File: src/rtl/audio_level_meter.sv
// Windowed audio level meter: per-window peak magnitude, LED thermometer bar with clip flag,
// and a peak-hold display value that decays once the hold period expires.
module audio_level_meter #(
  parameter int unsigned WINDOW       = 2048,
  parameter int unsigned HOLD_WINDOWS = 24,
  parameter int unsigned DECAY_SHIFT  = 3,
  parameter logic [15:0] CLIP_THRESH  = 16'd32000
) (
  input  logic        clk_i,
  input  logic        rst_i,
  input  logic        data_mic_valid_i,
  input  logic [15:0] data_mic_i,
  output logic [15:0] level_o,
  output logic        level_valid_o,
  output logic [15:0] peak_o,
  output logic [15:0] bar_o
);

  localparam int unsigned CNT_W  = $clog2(WINDOW);
  localparam int unsigned HOLD_W = $clog2(HOLD_WINDOWS + 1);

  typedef enum logic [1:0] {
    ST_IDLE,
    ST_HOLD,
    ST_DECAY
  } state_e;

  logic [CNT_W-1:0]  cnt_q;
  logic [15:0]       run_max_q;
  logic              run_clip_q;
  logic [15:0]       level_q;
  logic [15:0]       bar_q;
  logic              level_valid_q;

  state_e            state_q, state_d;
  logic [15:0]       peak_q, peak_d;
  logic [HOLD_W-1:0] hold_cnt_q, hold_cnt_d;

  logic [15:0] mag;
  logic        last_sample;
  logic [15:0] win_max;
  logic        win_clip;
  logic [14:0] therm;

  // -32768 has no positive twin in 16 bits, so it saturates to full scale.
  always_comb begin
    mag = data_mic_i;
    if (data_mic_i[15]) begin
      if (data_mic_i == 16'h8000) begin
        mag = 16'd32767;
      end else begin
        mag = 16'(~data_mic_i + 16'd1);
      end
    end
  end

  assign last_sample = (cnt_q == CNT_W'(WINDOW - 1));
  assign win_max     = (mag > run_max_q) ? mag : run_max_q;
  assign win_clip    = run_clip_q | (mag >= CLIP_THRESH);

  // Bit gi lights when the level reaches 2**gi.
  generate
    for (genvar gi = 0; gi < 15; gi++) begin : g_therm
      assign therm[gi] = |win_max[15:gi];
    end
  endgenerate

  always_ff @(posedge clk_i) begin
    if (rst_i) begin
      cnt_q         <= '0;
      run_max_q     <= '0;
      run_clip_q    <= 1'b0;
      level_q       <= '0;
      bar_q         <= '0;
      level_valid_q <= 1'b0;
    end else begin
      level_valid_q <= 1'b0;
      if (data_mic_valid_i) begin
        if (last_sample) begin
          cnt_q         <= '0;
          run_max_q     <= '0;
          run_clip_q    <= 1'b0;
          level_q       <= win_max;
          bar_q         <= {win_clip, therm};
          level_valid_q <= 1'b1;
        end else begin
          cnt_q      <= cnt_q + CNT_W'(1);
          run_max_q  <= win_max;
          run_clip_q <= win_clip;
        end
      end
    end
  end

  logic [15:0] step;
  logic [15:0] decayed;
  logic [15:0] decay_val;

  always_comb begin
    step = peak_q >> DECAY_SHIFT;
    if (step == 16'd0) begin
      step = 16'd1;
    end
  end

  assign decayed   = (peak_q > step) ? (peak_q - step) : 16'd0;
  assign decay_val = (level_q > decayed) ? level_q : decayed;

  always_comb begin
    state_d    = state_q;
    peak_d     = peak_q;
    hold_cnt_d = hold_cnt_q;
    if (level_valid_q) begin
      if ((level_q >= peak_q) && (level_q != 16'd0)) begin
        peak_d     = level_q;
        hold_cnt_d = HOLD_W'(HOLD_WINDOWS);
        state_d    = ST_HOLD;
      end else if (level_q < peak_q) begin
        case (state_q)
          ST_HOLD: begin
            hold_cnt_d = hold_cnt_q - HOLD_W'(1);
            if (hold_cnt_q == HOLD_W'(1)) begin
              state_d = ST_DECAY;
            end
          end
          ST_DECAY: begin
            peak_d = decay_val;
            if (decay_val == 16'd0) begin
              state_d = ST_IDLE;
            end
          end
          default: begin
            state_d = state_q;
          end
        endcase
      end
    end
  end

  always_ff @(posedge clk_i) begin
    if (rst_i) begin
      state_q    <= ST_IDLE;
      peak_q     <= '0;
      hold_cnt_q <= '0;
    end else begin
      state_q    <= state_d;
      peak_q     <= peak_d;
      hold_cnt_q <= hold_cnt_d;
    end
  end

  assign level_o       = level_q;
  assign level_valid_o = level_valid_q;
  assign peak_o        = peak_q;
  assign bar_o         = bar_q;

endmodule
File: config.mk
export PLATFORM = sky130hd
export DESIGN_NAME = audio_level_meter
export DESIGN_NICKNAME = d
export VERILOG_FILES = /design/src/rtl/audio_level_meter.sv
export SDC_FILE = /design/constraint.sdc
export NUM_CORES = 1
export LEC_CHECK = 0
export BUFFER_PORTS_ARGS = -buffer_cell sky130_fd_sc_hd__buf_2
export CAP_MARGIN = 0
export CELL_PAD_IN_SITES_DETAIL_PLACEMENT = 1
export CELL_PAD_IN_SITES_GLOBAL_PLACEMENT = 1
export CORE_AREA = 2 2 120 122
export DETAILED_ROUTE_END_ITERATION = 8
export DIE_AREA = 0 0 122 124
export GPL_TIMING_DRIVEN = 0
export PLACE_DENSITY = 0.91
export SYNTH_ARGS = -nofsm -noshare
export SYNTH_HDL_FRONTEND = slang
export SYNTH_SLANG_ARGS = --single-unit
export TNS_END_PERCENT = 1
File: constraint.sdc
create_clock -name clk_i -period 11.3 [get_ports clk_i]
set_clock_uncertainty 0.05 [all_clocks]
set_input_delay 0.565 -clock clk_i [delete_from_list [all_inputs] [get_ports clk_i]]
set_output_delay 0.565 -clock clk_i [all_outputs]
set_load 0.01 [all_outputs]
# Word level (Yosys, flattened, before mapping)
# Index checks and enable logic that the tools add are counted.
[word_totals]
register_bits = 84
out_inout_bits = 49
[op_classes]
n_addsub = 4
order_cmp = 6
eq_ne = 7
mux = 21
bitwise = 3
n_reduce_logical = 28
[op_table]
columns = ["operator", "count"]
rows = [
  ["two-way mux 16 bit", 9],
  ["> comparator 16 bit", 3],
  ["logical NOT 16 bit", 2],
  ["adder 16 x 1 -> 16 bit, second input constant", 1],
  ["== test 16 bit, second input constant", 1],
  [">= comparator 16 x 15 -> 1 bit, second input constant", 1],
  [">= comparator 16 bit", 1],
  ["< comparator 16 bit", 1],
  ["NOT 16 bit", 1],
  ["nonzero test 16 bit", 1],
  ["OR reduction 16 bit", 1],
  ["subtractor 16 bit", 1],
  ["two-way mux 5 bit", 3],
  ["OR reduction 15 bit", 1],
  ["OR reduction 14 bit", 1],
  ["two-way mux 13 bit", 1],
  ["OR reduction 13 bit", 1],
  ["OR reduction 12 bit", 1],
  ["adder 11 x 1 -> 11 bit, second input constant", 1],
  ["== test 11 bit, second input constant", 1],
  ["two-way mux 11 bit", 1],
  ["OR reduction 11 bit", 1],
  ["OR reduction 10 bit", 1],
  ["OR reduction 9 bit", 1],
  ["other kinds (23)", 32],
]

# Logic depth before layout (Yosys ltp)
[logic_depth]
depth_word = 11
ltp_mapped = 23

# Least setup slack after synthesis
# No wires, ideal clock.
[synth_path]
path_type = "register -> register"
start = "reg peak_q[14] (netlist: peak_o[14])"
end = "reg peak_q[10] (netlist: peak_o[10])"
setup_ns = 0.091
arrival_ns = 4.690
required_time_ns = 11.159
setup_slack_ns = 6.469
path_stages_with_launch = 24
period_less_slack_ns = 4.831
path_cell_list = "dfxtp_1 -> clkbuf_1 -> nor2_1 -> a41o_1 -> ha_1 -> inv_1 -> fa_1 -> nand3_1 -> a21oi_1 -> o21bai_1 -> a21oi_1 -> clkbuf_1 -> buf_1 -> nand2_1 -> ha_1 -> a21oi_1 -> nand2_1 -> a221o_1 -> a211oi_1 -> nor2_1 -> nor2_1 -> clkbuf_1 -> nand3_1 -> a311oi_1"
[synth_between]
elab_chain_len = 9
word_cells_on_any_way = 16
[synth_lines]
columns = ["item", "line_no", "rtl"]
rows = [
  ["start, declared", "36", "logic [15:0] peak_q, peak_d;"],
  ["start signal, assigned", "147", "peak_q <= peak_d;"],
  ["logical NOT 16 bit", "101", "if (step == 16'd0) begin"],
  ["two-way mux 13 bit", "101", ""],
  ["subtractor 16 bit or > comparator 16 bit (tied branches)", "106", "assign decayed = (peak_q > step) ? (peak_q - step) : 16'd0;"],
  ["two-way mux 16 bit", "106", ""],
  ["> comparator 16 bit", "107", "assign decay_val = (level_q > decayed) ? level_q : decayed;"],
  ["two-way mux 16 bit", "107", ""],
  ["two-way mux 16 bit", "119", "case (state_q)"],
  ["two-way mux 16 bit", "118", "end else if (level_q < peak_q) begin"],
  ["two-way mux 16 bit", "114", "if ((level_q >= peak_q) && (level_q != 16'd0)) begin"],
]
# Parallel ways exist; a longest one is shown, timed or not. The select of a mux whose other input is x is not followed.
# A chain may end at the register's enable or synchronous reset.

# Worst setup path in the final report
[layout_path]
start = "reg peak_q[14] (netlist: peak_o[14])"
end = "reg peak_q[1] (netlist: peak_o[1])"
# Same word-level chain as after synthesis.

==> run summary <==
====================================================================================
Boundary pin count                                                                68
Launching element type of the critical path                                 register
Sum of routed wire length over all layers                                   22800 um
Run status                                                                 completed
Total number of vias                                                            6939
Via count of the first global-routing pass                                      7002
Post-synthesis area per instance                                          7.64 sq um
Arrival time worst endpoint                                                  6430 ps
Biggest area contributors in the synthesized netlist                    dfxtp_1 (26%), ha_1 (13%), nor2_1 (5.6%)
Pin count of the biggest net entering global routing                              16
Total clock sinks                                                                 84
Cell taking the most area after synthesis                                    dfxtp_1
Async set-reset flop share out of synthesis                                        0
Root buf cell                                                              clkbuf_16
Cell area after placement                                                 7030 sq um
Core Area                                                                13700 sq um
Die X-Extent                                                                  122 um
Synth Instances                                                                  848
Total Routing Usage GR                                                         0.307
Fin Hold WS                                                                   428 ps
Type of the tightest min-delay check                                    register to register
Delay of the slowest critical-path stage                                      470 ps
Latest clock arrival within the worst-skew pair                               350 ps
Total gr overflow                                                                  0
Final setup violation count                                                        0
Number of nets at the end of the flow                                           1010
RSZ-0062 raised after global routing                                           false
Clock-pin slew on the worst setup and hold paths                               70 ps
Global-route wire length before repair                                      36300 um
Max-cap violation count                                                            0
Setup TNS Final                                                                 0 ps
Antenna cells                                                                      0
Leakage power of the design                                               0.00296 uW
CTS tree                                                                         yes
Post-route fraction of the period consumed by the critical path                0.553
Final-report max-slew violation count                                              0
Die Footprint                                                            15100 sq um
Cell row count                                                                    43
FF+latch count, synth                                                             84
Warning count from the yosys run                                                   0
Most frequent cells in the layout                                       nor2_1 (96), dfxtp_1 (84), nand2_1 (69)
Final critical-path required period                                          6240 ps
Antenna violations before repair                                                   0
Number of nets in the synthesized netlist                                        934
PnR worst setup slack                                                        5060 ps
Core utilization of the finished layout                                        0.533
Worst VDD drop                                                             0.0733 mV
Number of nets still failing antenna checks after routing                          0
Critical-path maximum fanout                                                      10
Proportion of netlist area held by the largest area contributor                0.260
Most instantiated flip-flop cell in the synthesis netlist                    dfxtp_1
Starting density of the core                                                   0.472
Die span in y                                                                 124 um
Count of final hold-check violations                                               0
Routed length per instance                                                   20.6 um
HPWL after DPL                                                              17400 um
Setup CP Type                                                           register to register
Share of the yosys chip area belonging to registers                            0.260
Proportion of layout cells with a drive suffix above 1                         0.114
Worst setup timing slack at the placement stage                              5230 ps
Slowest stage cell on the critical path                                     clkbuf_1
Drt first-iter violations                                                        417
Worst path required time                                                    11480 ps
Post-CTS Repair Setup Buffers                                                      0
Deepest clock path buffer count                                                    2
Area of all placed cells without fillers                                  7310 sq um
Syn-to-layout area delta                                                       12.9%
Final Wtd Congestion                                                           0.899
Top Family by Delay on Critical Path                                    compound AO/OA/AOI/OAI gates
Vias/cell                                                                       6.26
Transition time of the tightest slew-check pin                                804 ps
Most common cell after layout, fill and taps aside                            nor2_1
Post-detailed-route DRC marker count                                               0
Number of buffer and inverter instances along the worst setup path                 5
Ratio of total power to cell area                                       98.6 nW/um^2
Post-cts sizing count                                                              0
Maximum clock frequency                                                    0.160 GHz
First-pass iteration count of the detailed router                                  5
Number of buffers added by the clock tree synthesis step                           9
Syn Std Cell Area                                                         6470 sq um
Post-synth EDFFs                                                                   0
Relative slew slack                                                            0.464
Cell-by-cell trace of the critical path                                 clkbuf_1, nor2_1, a41o_1, ha_1, inv_1, fa_1, nand3_1, a21oi_1, o21bai_1, a21oi_1, clkbuf_1, buf_1, nand2_1, ha_1, a21oi_1, nand2_1, a221o_1, a211oi_1, nor2_1, nor2_1, clkbuf_1, nand3_1, a311oi_1
Capturing element type of the critical path                                 register
H-tree depth reported by CTS                                                       3
Count of input and output buffers                                                 65
Synth cell types                                                                  66
Number of buffers inserted for hold repair after clock tree synthesis              0
====================================================================================
[final timing paths]
check	endpoint	slack (ps)	startpoint	depth (start not counted)
setup / recovery	peak_o[1]$_SDFFE_PP0P_	5060	peak_o[14]$_SDFFE_PP0P_	23
hold / removal	bar_o[8]$_SDFFE_PP0P_	430	bar_o[8]$_SDFFE_PP0P_	2
setup reg to reg	peak_o[1]$_SDFFE_PP0P_	5060	peak_o[14]$_SDFFE_PP0P_	23
hold reg to reg	bar_o[8]$_SDFFE_PP0P_	430	bar_o[8]$_SDFFE_PP0P_	2
[through the flow]
step                      power [uW]  cells
final                            721   1109
after detailed placement         430   1093
after CTS                        717   1109
after floorplan                  392    848
after global placement           424   1093
after global routing             742   1109
[cells in the mapped netlist (3+ instances only)]
library cell and count:
a211oi_1 22, o31ai_1 14, mux2_2 7, buf_1 4
inv_1 66, a2bb2oi_1 3, or4_1 5, o211ai_1 6
nand4_1 17, a211o_1 5, a311oi_1 6, nor3_1 39
a21o_1 16, o21ai_0 36, xnor2_1 13, a21oi_1 53
nand2b_1 6, nor4_1 16, xor2_1 15, a22oi_1 14
a31oi_1 8, nor2_1 96, ha_1 66, and4_1 4
and3_1 7, o2111ai_1 4, a2111oi_0 3, o21a_1 6
or2_2 6, nand3_1 26, mux2i_1 20, and2_1 3
nand2_1 69, clkbuf_1 36, nor2b_1 9, dfxtp_1 84
[power breakdown]
| part | total (uW) | switching, uW | internal [uW] |
|---|---|---|---|
| logic | 123 | 79.1 | 43.5 |
| registers | 307 | 5.40 | 301 |
| clock network | 292 | 134 | 158 |
| total | 721 | 219 | 502 |
[layer usage]
layer  wire [um]  share of wire  track usage
met5           0              0            0
met4         864          0.038        0.131
met3         911          0.040       0.0375
met2       11400           0.50        0.555
met1        9620           0.42        0.365
[worst register-to-register path, cell delays in order (launching register included)]
cell and delay [ps]:
dfxtp_1 340, clkbuf_1 350, nor2_1 180, a41o_1 230, ha_1 200, inv_1 70, fa_1 200, nand3_1 130
a21oi_1 350, o21bai_1 160, a21oi_1 200, clkbuf_1 420, buf_1 420, nand2_1 110, ha_1 340, a21oi_1 140
nand2_1 70, a221o_1 340, a211oi_1 340, nor2_1 150, nor2_1 410, clkbuf_1 470, nand3_1 140, a311oi_1 330
[layout make-up]
| cell class | count | area, sq um |
|---|---|---|
| fill | 1800 | 6410 |
| multi-input combinational | 656 | 4380 |
| sequential | 84 | 1680 |
| timing repair buffer | 65 | 325 |
| inverter | 66 | 248 |
| clock buffer | 10 | 239 |
| tap | 180 | 225 |
| buffer | 42 | 166 |
| clock inverter | 6 | 46.3 |
[cell families after synthesis]
kind of cell    synth area share
fa+ha+maj                  0.131
flops                      0.260
mux                       0.0454
xor+xnor                  0.0379
buf+inv                   0.0640
simple gates               0.237
compound gates             0.226
[flip-flops by register name (all words and copies together) (netlist names)]
signal and flops:
hold_cnt_q 5, state_q 2, run_max_q 16, run_clip_q 1, cnt_q 11, bar_o 16, level_o 16, peak_o 16
level_valid_o 1
Note: power is estimated with default switching activity, not from simulation.
